### src/rtl/mux_sel_arbiter_if.sv
// Request/grant bundle between two mux sources and the select arbiter.
// Latency: none; this is wiring only.
// Backpressure: sources keep reqx high until granted; there is no other stall path.
interface mux_sel_arbiter_if #(
    parameter int CNT_W = 5
) ();
    // Source-driven request and release strobes
    logic             req1;
    logic             req2;
    logic             rel1;
    logic             rel2;

    // Arbiter-driven grant, mux select and status
    logic             gnt1;
    logic             gnt2;
    logic             sel;
    logic             busy;
    logic             timeout;
    logic [CNT_W-1:0] hold_cnt;

    // Requester side: raises requests/releases, observes grants
    modport master (
        output req1,
        output req2,
        output rel1,
        output rel2,
        input  gnt1,
        input  gnt2,
        input  sel,
        input  busy,
        input  timeout,
        input  hold_cnt
    );

    // Arbiter side: samples requests/releases, drives grants and sel
    modport slave (
        input  req1,
        input  req2,
        input  rel1,
        input  rel2,
        output gnt1,
        output gnt2,
        output sel,
        output busy,
        output timeout,
        output hold_cnt
    );
endinterface

### src/rtl/mux_sel_arbiter.sv
// Round-robin arbiter for two sources feeding a 2:1 mux; drives the mux sel directly.
// Latency: request sampled in IDLE -> grant/sel registered one edge later; release -> grant drops one edge later.
// Backpressure: a losing source simply keeps its request high; grants are capped at MAX_HOLD cycles.
module mux_sel_arbiter #(
    parameter int MAX_HOLD = 16,
    parameter int CNT_W    = 5
) (
    input  logic              clk,
    input  logic              rst,
    mux_sel_arbiter_if.slave  arb
);

    // Last value the hold counter may reach before a grant is forced off.
    // MAX_HOLD <= 2**CNT_W keeps this within CNT_W bits, so the counter never wraps.
    localparam logic [CNT_W-1:0] HOLD_LAST = CNT_W'(MAX_HOLD - 1);

    typedef enum logic [1:0] {
        IDLE = 2'd0,
        G1   = 2'd1,
        G2   = 2'd2
    } state_t;

    state_t           state_q;
    state_t           state_d;
    logic             sel_q;
    logic             sel_d;
    logic             lst_q;      // 0: source 1 served last, 1: source 2 served last
    logic             lst_d;
    logic             timeout_q;
    logic             timeout_d;
    logic [CNT_W-1:0] hold_q;
    logic [CNT_W-1:0] hold_d;
    logic             gnt1_q;
    logic             gnt2_q;
    logic             busy_q;

    // Next-state, next-select and hold counter; every field defaulted first
    always_comb begin
        state_d   = state_q;
        sel_d     = sel_q;
        lst_d     = lst_q;
        timeout_d = 1'b0;
        hold_d    = '0;

        unique case (state_q)
            IDLE: begin
                // Tie goes to whichever source was not served last
                if (arb.req1 && (!arb.req2 || lst_q)) begin
                    state_d = G1;
                    sel_d   = 1'b0;
                    lst_d   = 1'b0;
                end else if (arb.req2) begin
                    state_d = G2;
                    sel_d   = 1'b1;
                    lst_d   = 1'b1;
                end
            end

            G1: begin
                // A release always beats a coincident timeout
                if (arb.rel1 || !arb.req1) begin
                    state_d = IDLE;
                end else if (hold_q == HOLD_LAST) begin
                    state_d   = IDLE;
                    timeout_d = 1'b1;
                end else begin
                    hold_d = hold_q + CNT_W'(1);
                end
            end

            G2: begin
                if (arb.rel2 || !arb.req2) begin
                    state_d = IDLE;
                end else if (hold_q == HOLD_LAST) begin
                    state_d   = IDLE;
                    timeout_d = 1'b1;
                end else begin
                    hold_d = hold_q + CNT_W'(1);
                end
            end

            default: begin
                state_d = IDLE;
            end
        endcase
    end

    // State and registered outputs; grants are decoded from the next state so they
    // appear in the same cycle the FSM enters Gx and never go straight G1<->G2
    always_ff @(posedge clk or posedge rst) begin
        if (rst) begin
            state_q   <= IDLE;
            sel_q     <= 1'b0;
            lst_q     <= 1'b1;
            timeout_q <= 1'b0;
            hold_q    <= '0;
            gnt1_q    <= 1'b0;
            gnt2_q    <= 1'b0;
            busy_q    <= 1'b0;
        end else begin
            state_q   <= state_d;
            sel_q     <= sel_d;
            lst_q     <= lst_d;
            timeout_q <= timeout_d;
            hold_q    <= hold_d;
            gnt1_q    <= (state_d == G1);
            gnt2_q    <= (state_d == G2);
            busy_q    <= (state_d != IDLE);
        end
    end

    assign arb.gnt1     = gnt1_q;
    assign arb.gnt2     = gnt2_q;
    assign arb.sel      = sel_q;
    assign arb.busy     = busy_q;
    assign arb.timeout  = timeout_q;
    assign arb.hold_cnt = hold_q;

    // The two grants are mutually exclusive
    a_gnt_onehot: assert property (@(posedge clk) disable iff (rst)
        !(arb.gnt1 && arb.gnt2));

    // The mux selection is frozen for the whole life of a grant
    a_sel_stable: assert property (@(posedge clk) disable iff (rst)
        (arb.busy && $past(arb.busy)) |-> (arb.sel == $past(arb.sel)));

    // A forced release is only ever reported from an idle cycle
    a_timeout_idle: assert property (@(posedge clk) disable iff (rst)
        arb.timeout |-> !arb.busy);

endmodule

### src/flat_wrapper.sv
// flat-port wrapper written by rule: the top's interface ports become plain ports
module mux_sel_arbiter_flat 
#(
    parameter int MAX_HOLD = 16,
    parameter int CNT_W    = 5
)
  (clk, rst, arb_req1, arb_req2, arb_rel1, arb_rel2, arb_gnt1, arb_gnt2, arb_sel, arb_busy, arb_timeout, arb_hold_cnt);
  mux_sel_arbiter_if #(.CNT_W(CNT_W)) arb_i ();
  input  logic clk;
  input  logic rst;
  input wire logic [$bits(arb_i.req1)-1:0] arb_req1;
  input wire logic [$bits(arb_i.req2)-1:0] arb_req2;
  input wire logic [$bits(arb_i.rel1)-1:0] arb_rel1;
  input wire logic [$bits(arb_i.rel2)-1:0] arb_rel2;
  output wire logic [$bits(arb_i.gnt1)-1:0] arb_gnt1;
  output wire logic [$bits(arb_i.gnt2)-1:0] arb_gnt2;
  output wire logic [$bits(arb_i.sel)-1:0] arb_sel;
  output wire logic [$bits(arb_i.busy)-1:0] arb_busy;
  output wire logic [$bits(arb_i.timeout)-1:0] arb_timeout;
  output wire logic [$bits(arb_i.hold_cnt)-1:0] arb_hold_cnt;
  assign arb_i.req1 = arb_req1;
  assign arb_i.req2 = arb_req2;
  assign arb_i.rel1 = arb_rel1;
  assign arb_i.rel2 = arb_rel2;
  assign arb_gnt1 = arb_i.gnt1;
  assign arb_gnt2 = arb_i.gnt2;
  assign arb_sel = arb_i.sel;
  assign arb_busy = arb_i.busy;
  assign arb_timeout = arb_i.timeout;
  assign arb_hold_cnt = arb_i.hold_cnt;
  mux_sel_arbiter #(.MAX_HOLD(MAX_HOLD), .CNT_W(CNT_W)) u_core (.clk(clk), .rst(rst), .arb(arb_i));
endmodule
### config.mk
export PLATFORM = sky130hd
export DESIGN_NAME = mux_sel_arbiter_flat
export DESIGN_NICKNAME = d
export VERILOG_FILES = /design/src/rtl/mux_sel_arbiter_if.sv /design/src/rtl/mux_sel_arbiter.sv /design/src/flat_wrapper.sv
export SDC_FILE = /design/constraint.sdc
export NUM_CORES = 1
export LEC_CHECK = 0
export CELL_PAD_IN_SITES_DETAIL_PLACEMENT = 0
export CELL_PAD_IN_SITES_GLOBAL_PLACEMENT = 1
export CORE_MARGIN = 4
export CORE_UTILIZATION = 38
export CTS_CLUSTER_SIZE = 12
export DETAILED_ROUTE_END_ITERATION = 7
export PLACE_DENSITY = 0.9
export SLEW_MARGIN = 15
export SYNTH_ARGS = -nofsm -noshare
export SYNTH_HDL_FRONTEND = slang
export SYNTH_SLANG_ARGS = --single-unit
### constraint.sdc
create_clock -name clk -period 2.7 [get_ports clk]
set_clock_uncertainty 0.1 [all_clocks]
set_input_delay 0.405 -clock clk [delete_from_list [all_inputs] [get_ports clk]]
set_output_delay 0.405 -clock clk [all_outputs]
set_load 0.03 [all_outputs]
# Yosys cells after proc, flatten, opt, wreduce, memory -nomap -nowiden
# Cells that the tools add are included.
[totals] register_bits=13 latchBits=0 ramBits=0 mem_bits_ro=0 in_bits=6 output_inout_bits=10 word_cells=40 n_memories=0
[op_classes] add_sub_neg=1 mul=0 div_mod_pow=0 n_lt_le_gt_ge=0 n_eq_ne=5 shifts=0 muxes=16 bitwise_logic=0 reduce_logical=10
[op_table] operator="$mux W5" n=3
[op_table] operator="$mux W2" n=5
[op_table] operator="$pmux W5 S2" n=1
[op_table] operator="$pmux W2 S3" n=1
[op_table] operator="$add A5 B1 Y5 const B" n=1
[op_table] operator="$eq A5 B4 Y1 const B" n=1
[op_table] operator="$mux W1" n=5
[op_table] operator="$eq A2 B1 Y1 const B" n=2
[op_table] operator="$eq A2 B2 Y1 const B" n=2
[op_table] operator="$reduce_bool A2 Y1" n=2
[op_table] operator="$logic_or A1 B1 Y1" n=3
[op_table] operator="$logic_not A1 Y1" n=2
[op_table] operator="$logic_not A2 Y1" n=1
[op_table] operator="$pmux W1 S2" n=1
[op_table] operator="$reduce_and A2 Y1" n=1
[op_table] operator="$logic_and A1 B1 Y1" n=1

# Depth between registers and ports, before layout
[logic_depth] word_depth=6 depth_mapped=6 ltp_nobuf=6

# Worst setup path after synthesis
# OpenSTA, ideal clock, no wires.
[synth_timing] path_kind="reg-to-reg" from="reg u_core.hold_q[0], in the netlist u_core.arb.hold_cnt[0]" to="reg u_core.gnt1_q, in the netlist u_core.arb.gnt1" setup_time_ps=120 arrival_ps=1490 required_ps=2480 slack_ps=990 stages_incl_launch_ff=6 n_path_buf=0 synth_period_minus_slack_ps=1710 cell_sequence="dfrtp_1 -> ha_1 -> and4b_4 -> a211oi_2 -> a22o_2 -> and3_1"
[synth_between] elab_chain_cells=5 elab_cells_between_ends=6 cone_classes="eq/ne: 2; mux: 4"
[synth_lines] element="from (decl)" line_no="mux_sel_arbiter.sv:31" source="logic [CNT_W-1:0] hold_q;"
[synth_lines] element="from (signal assigned)" line_no="mux_sel_arbiter.sv:105" source="hold_q <= hold_d;"
[synth_lines] element="$eq A5 B4 Y1 *" line_no="mux_sel_arbiter.sv:63, mux_sel_arbiter.sv:74"
[synth_lines] element="$mux W2 *" line_no="mux_sel_arbiter.sv:63, mux_sel_arbiter.sv:74"
[synth_lines] element="$mux W2 (on tied branches)" line_no="mux_sel_arbiter.sv:72, mux_sel_arbiter.sv:61"
[synth_lines] element="$pmux W2 S3 *" line_no="mux_sel_arbiter.sv:45" source="unique case (state_q)"
[synth_lines] element="via u_core.state_d[0]" line_no="mux_sel_arbiter.sv:24" source="state_t state_d;"
[synth_lines] element="$eq A2 B1 Y1 *" line_no="mux_sel_arbiter.sv:106" source="gnt1_q <= (state_d == G1);"
[synth_lines] element="to (signal assigned)" line_no="mux_sel_arbiter.sv:106"
[synth_lines] element="to (decl)" line_no="mux_sel_arbiter.sv:33" source="logic gnt1_q;"
# The timed path passes the listed nets; every way through them passes the cells marked *.
# A chain may end at the register's enable or synchronous reset.

# Final worst setup path
[layout_timing] from="reg u_core.hold_q[2], in the netlist u_core.arb.hold_cnt[2]" to="out arb_hold_cnt[2]"
[layout_rtl] element="to (decl)" line_no="flat_wrapper.sv:20" source="output wire logic [$bits(arb_i.hold_cnt)-1:0] arb_hold_cnt;"
# No word-level cell between the ends.

==> impl_results.md <==
* Cell family with most CP delay: buffers and inverters
* Dpl cells at 90
* Period Utilization, post-route at a little over two thirds
* Critical path class: register to output port
* Critical path peak fanout at 5
* Die area at approximately 2400 um2
* Top-count cell post-synth: dfrtp_1
* Post-CTS resize count at 0
* Die Y at just under 50 um
* Syn_area_per_cell at 10.7 um2
* DRC Markers at 0
* H-Tree Level Count at 1
* Flops & latches, synth at 13
* Number of global-route vias before repair at 455
* Clock buffer depth at 2
* Synth Warn # at 0
* Synth top cells by count: dfrtp_1 (12), nand2_1 (8), ha_1 (5), nand3_1 (4), nor2_1 (4)
* CTS buffer count at 3
* Leak Pwr at roughly 0.37 nW
* Seq/Total Area, Yosys at between 50% and 60%
* Die Wd at 48.7 um
* Initial antenna violation count at 0
* Syn_nets at 70
* Synth unique cells at 22
* Initial DRC count at 5
* Max VDD drop at around 0.00037 V
* First-pass GRT wire length at between 1.5 and 2 mm
* PortBufs at 15
* Largest net degree at the start of global routing at 14
* Reg2Reg Setup Slack at 0.98 ns
* Pins Over Slew Limit at 0
* Actual slew at the worst max-slew pin at 0.496 ns
* CTS tree: yes
* Critical Path Start Type: register
* Clock-pin slew on the worst setup and hold paths at about 0.08 ns
* Critical Path Slowest Stage Cell: clkdlybuf4s50_1
* Critical Path End Type: output port
* Async S/R FF share, synth at 100%
* Final worst path period need at between 1.5 and 2 ns
* Top_reg_cell synth: dfrtp_1
* Cell area after synthesis at 631 um2
* Crit. Startpoint: u_core.arb.hold_cnt[2]
* Worst Path Buf+Inv at 1
* Max-slew headroom at between 60% and 70%
* Post-DP HPWL at around 920 um
* Final ANT Viol Nets at 0
* Top post-synthesis cells by area: dfrtp_1 (48%), ha_1 (9.9%), nand2_1 (4.8%)
* Synth-to-Final Area Change at 31.2%
* Status: finished clean
* Nets@finish at 90
* Setup TNS at 0 ns
* Min-delay worst type: input port to async pin
* Synth area leader: dfrtp_1
* DRT Wirelength at between 1 and 1.5 mm
* MaxCap Viol Count at 0
* Starting density of the core at about two fifths
* GRT Total Usage at about a tenth
* Slowest Stage Delay on Critical Path at 0.70 ns
* Layout Cells excl Fill at 94
* Clk sinks at 13
* Post-synth EDFFs at 0
* RePlAce Congestion at about 0.75
* Worst-skew pair later-pin latency at ~0.27 ns
* Antenna cells at 0
* Pre-antenna DRT Iters at 2
* Mapped Cells at ~60
* Row Count at 14
* IO Count at 16
* CP Cell Sequence: clkdlybuf4s50_1
* Data arrival, critical path at 1.41 ns
* CTS Hold Bufs at 0
* Avg WL per Cell at around 13 um
* GR Overflow Total at 0
* Pwr/cell area at just under 900 nW/um2
* Setup bufs post-CTS at 0
* Final Setup Violations at 0
* RSZ-0062 raised after global routing: false
* Share of cells above drive strength 1 at a little under an eighth
* Hold Vio Cnt, Final at 0
* Via count at between 400 and 500
* Worst r2r src: u_core.state_q[0]
* Post-synth top area share at between 40% and 50%
* Fmax at between 500 and 600 MHz
* CTS Root Cell: clkbuf_4
* Critical Path RT at 2.19 ns
* Vias per cell at 5.31
* Placeable Area at between 1500 and 2000 um2
[sequential cells by signal, summed over array words and instances (netlist names)]
signal               cells
u_core.arb.timeout       1
u_core.arb.gnt2          1
u_core.lst_q             1
u_core.arb.busy          1
u_core.state_q           2
u_core.arb.gnt1          1
u_core.arb.sel           1
u_core.arb.hold_cnt      5
[where the power goes]
| group | leakage, nW | internal, mW | switching (mW) |
|---|---|---|---|
| clock network | 0.0150 | 0.0573 | 0.0639 |
| logic | 0.189 | 0.140 | 0.176 |
| registers | 0.170 | 0.252 | 0.0425 |
| total | 0.374 | 0.449 | 0.282 |
[logic make-up after synthesis]
| logic type | synth area share (%) |
|---|---|
| AOI/OAI and AO/OA | 12.3 |
| xor gates and xnor gates | 2.78 |
| adders and majority gates | 9.92 |
| DFF | 51.8 |
| buffers and inverters | 1.79 |
| and+or+nand+nor | 21.4 |
[cell type report]
cell class	count	area [um2]
flip-flops and latches	13	327
multi-input cells	43	293
inverters	3	11.3
well taps	16	20.0
repair buffers	15	150
fillers	132	714
clock buffers	4	26.3
[per-layer routing]
layer	global-route usage [%]	wire length (um)	vias to the layer above	share of wire, %
li1	-	-	247	-
met3	2.15	51	5	4.3
met1	12.4	560	235	48
met5	0	0	-	0
met4	5.38	30	0	2.5
met2	15.7	535	12	45
[layout by cell type, fill, tap and decap left out, types with 2 or more instances in the layout]
master / count
nor2_1: 4
nor3_1: 2
clkbuf_4: 3
a22o_2: 2
nand3b_1: 2
dfrtp_1: 12
ha_1: 5
clkdlybuf4s50_1: 15
nand2_1: 8
o21ai_0: 3
nand3_1: 4
inv_1: 3
and3_1: 3
[final timing paths]
check / cells after the start / to
max reg2reg: 6 / u_core.arb.gnt1
min: 2 / u_core.arb.hold_cnt[4]
min in group clk: 1 / u_core.arb.sel
min reg2reg: 1 / u_core.arb.sel
max in group asynchronous: 2 / u_core.lst_q
max: 1 / arb_hold_cnt[2]
[through the flow]
stage	setup slack [ns]	util [%]	power [mW]	hold slack (ns)	area, um2
floorplan	0.990	-	0.505	0.181	631
global placement	0.827	51.9	0.608	0.382	801
detailed placement	0.774	51.9	0.615	0.386	801
CTS	0.787	53.7	0.733	0.362	827
global route	0.754	53.7	0.768	0.408	827
finish	0.790	53.7	0.731	0.349	827
(Power assumes the default switching activity.)
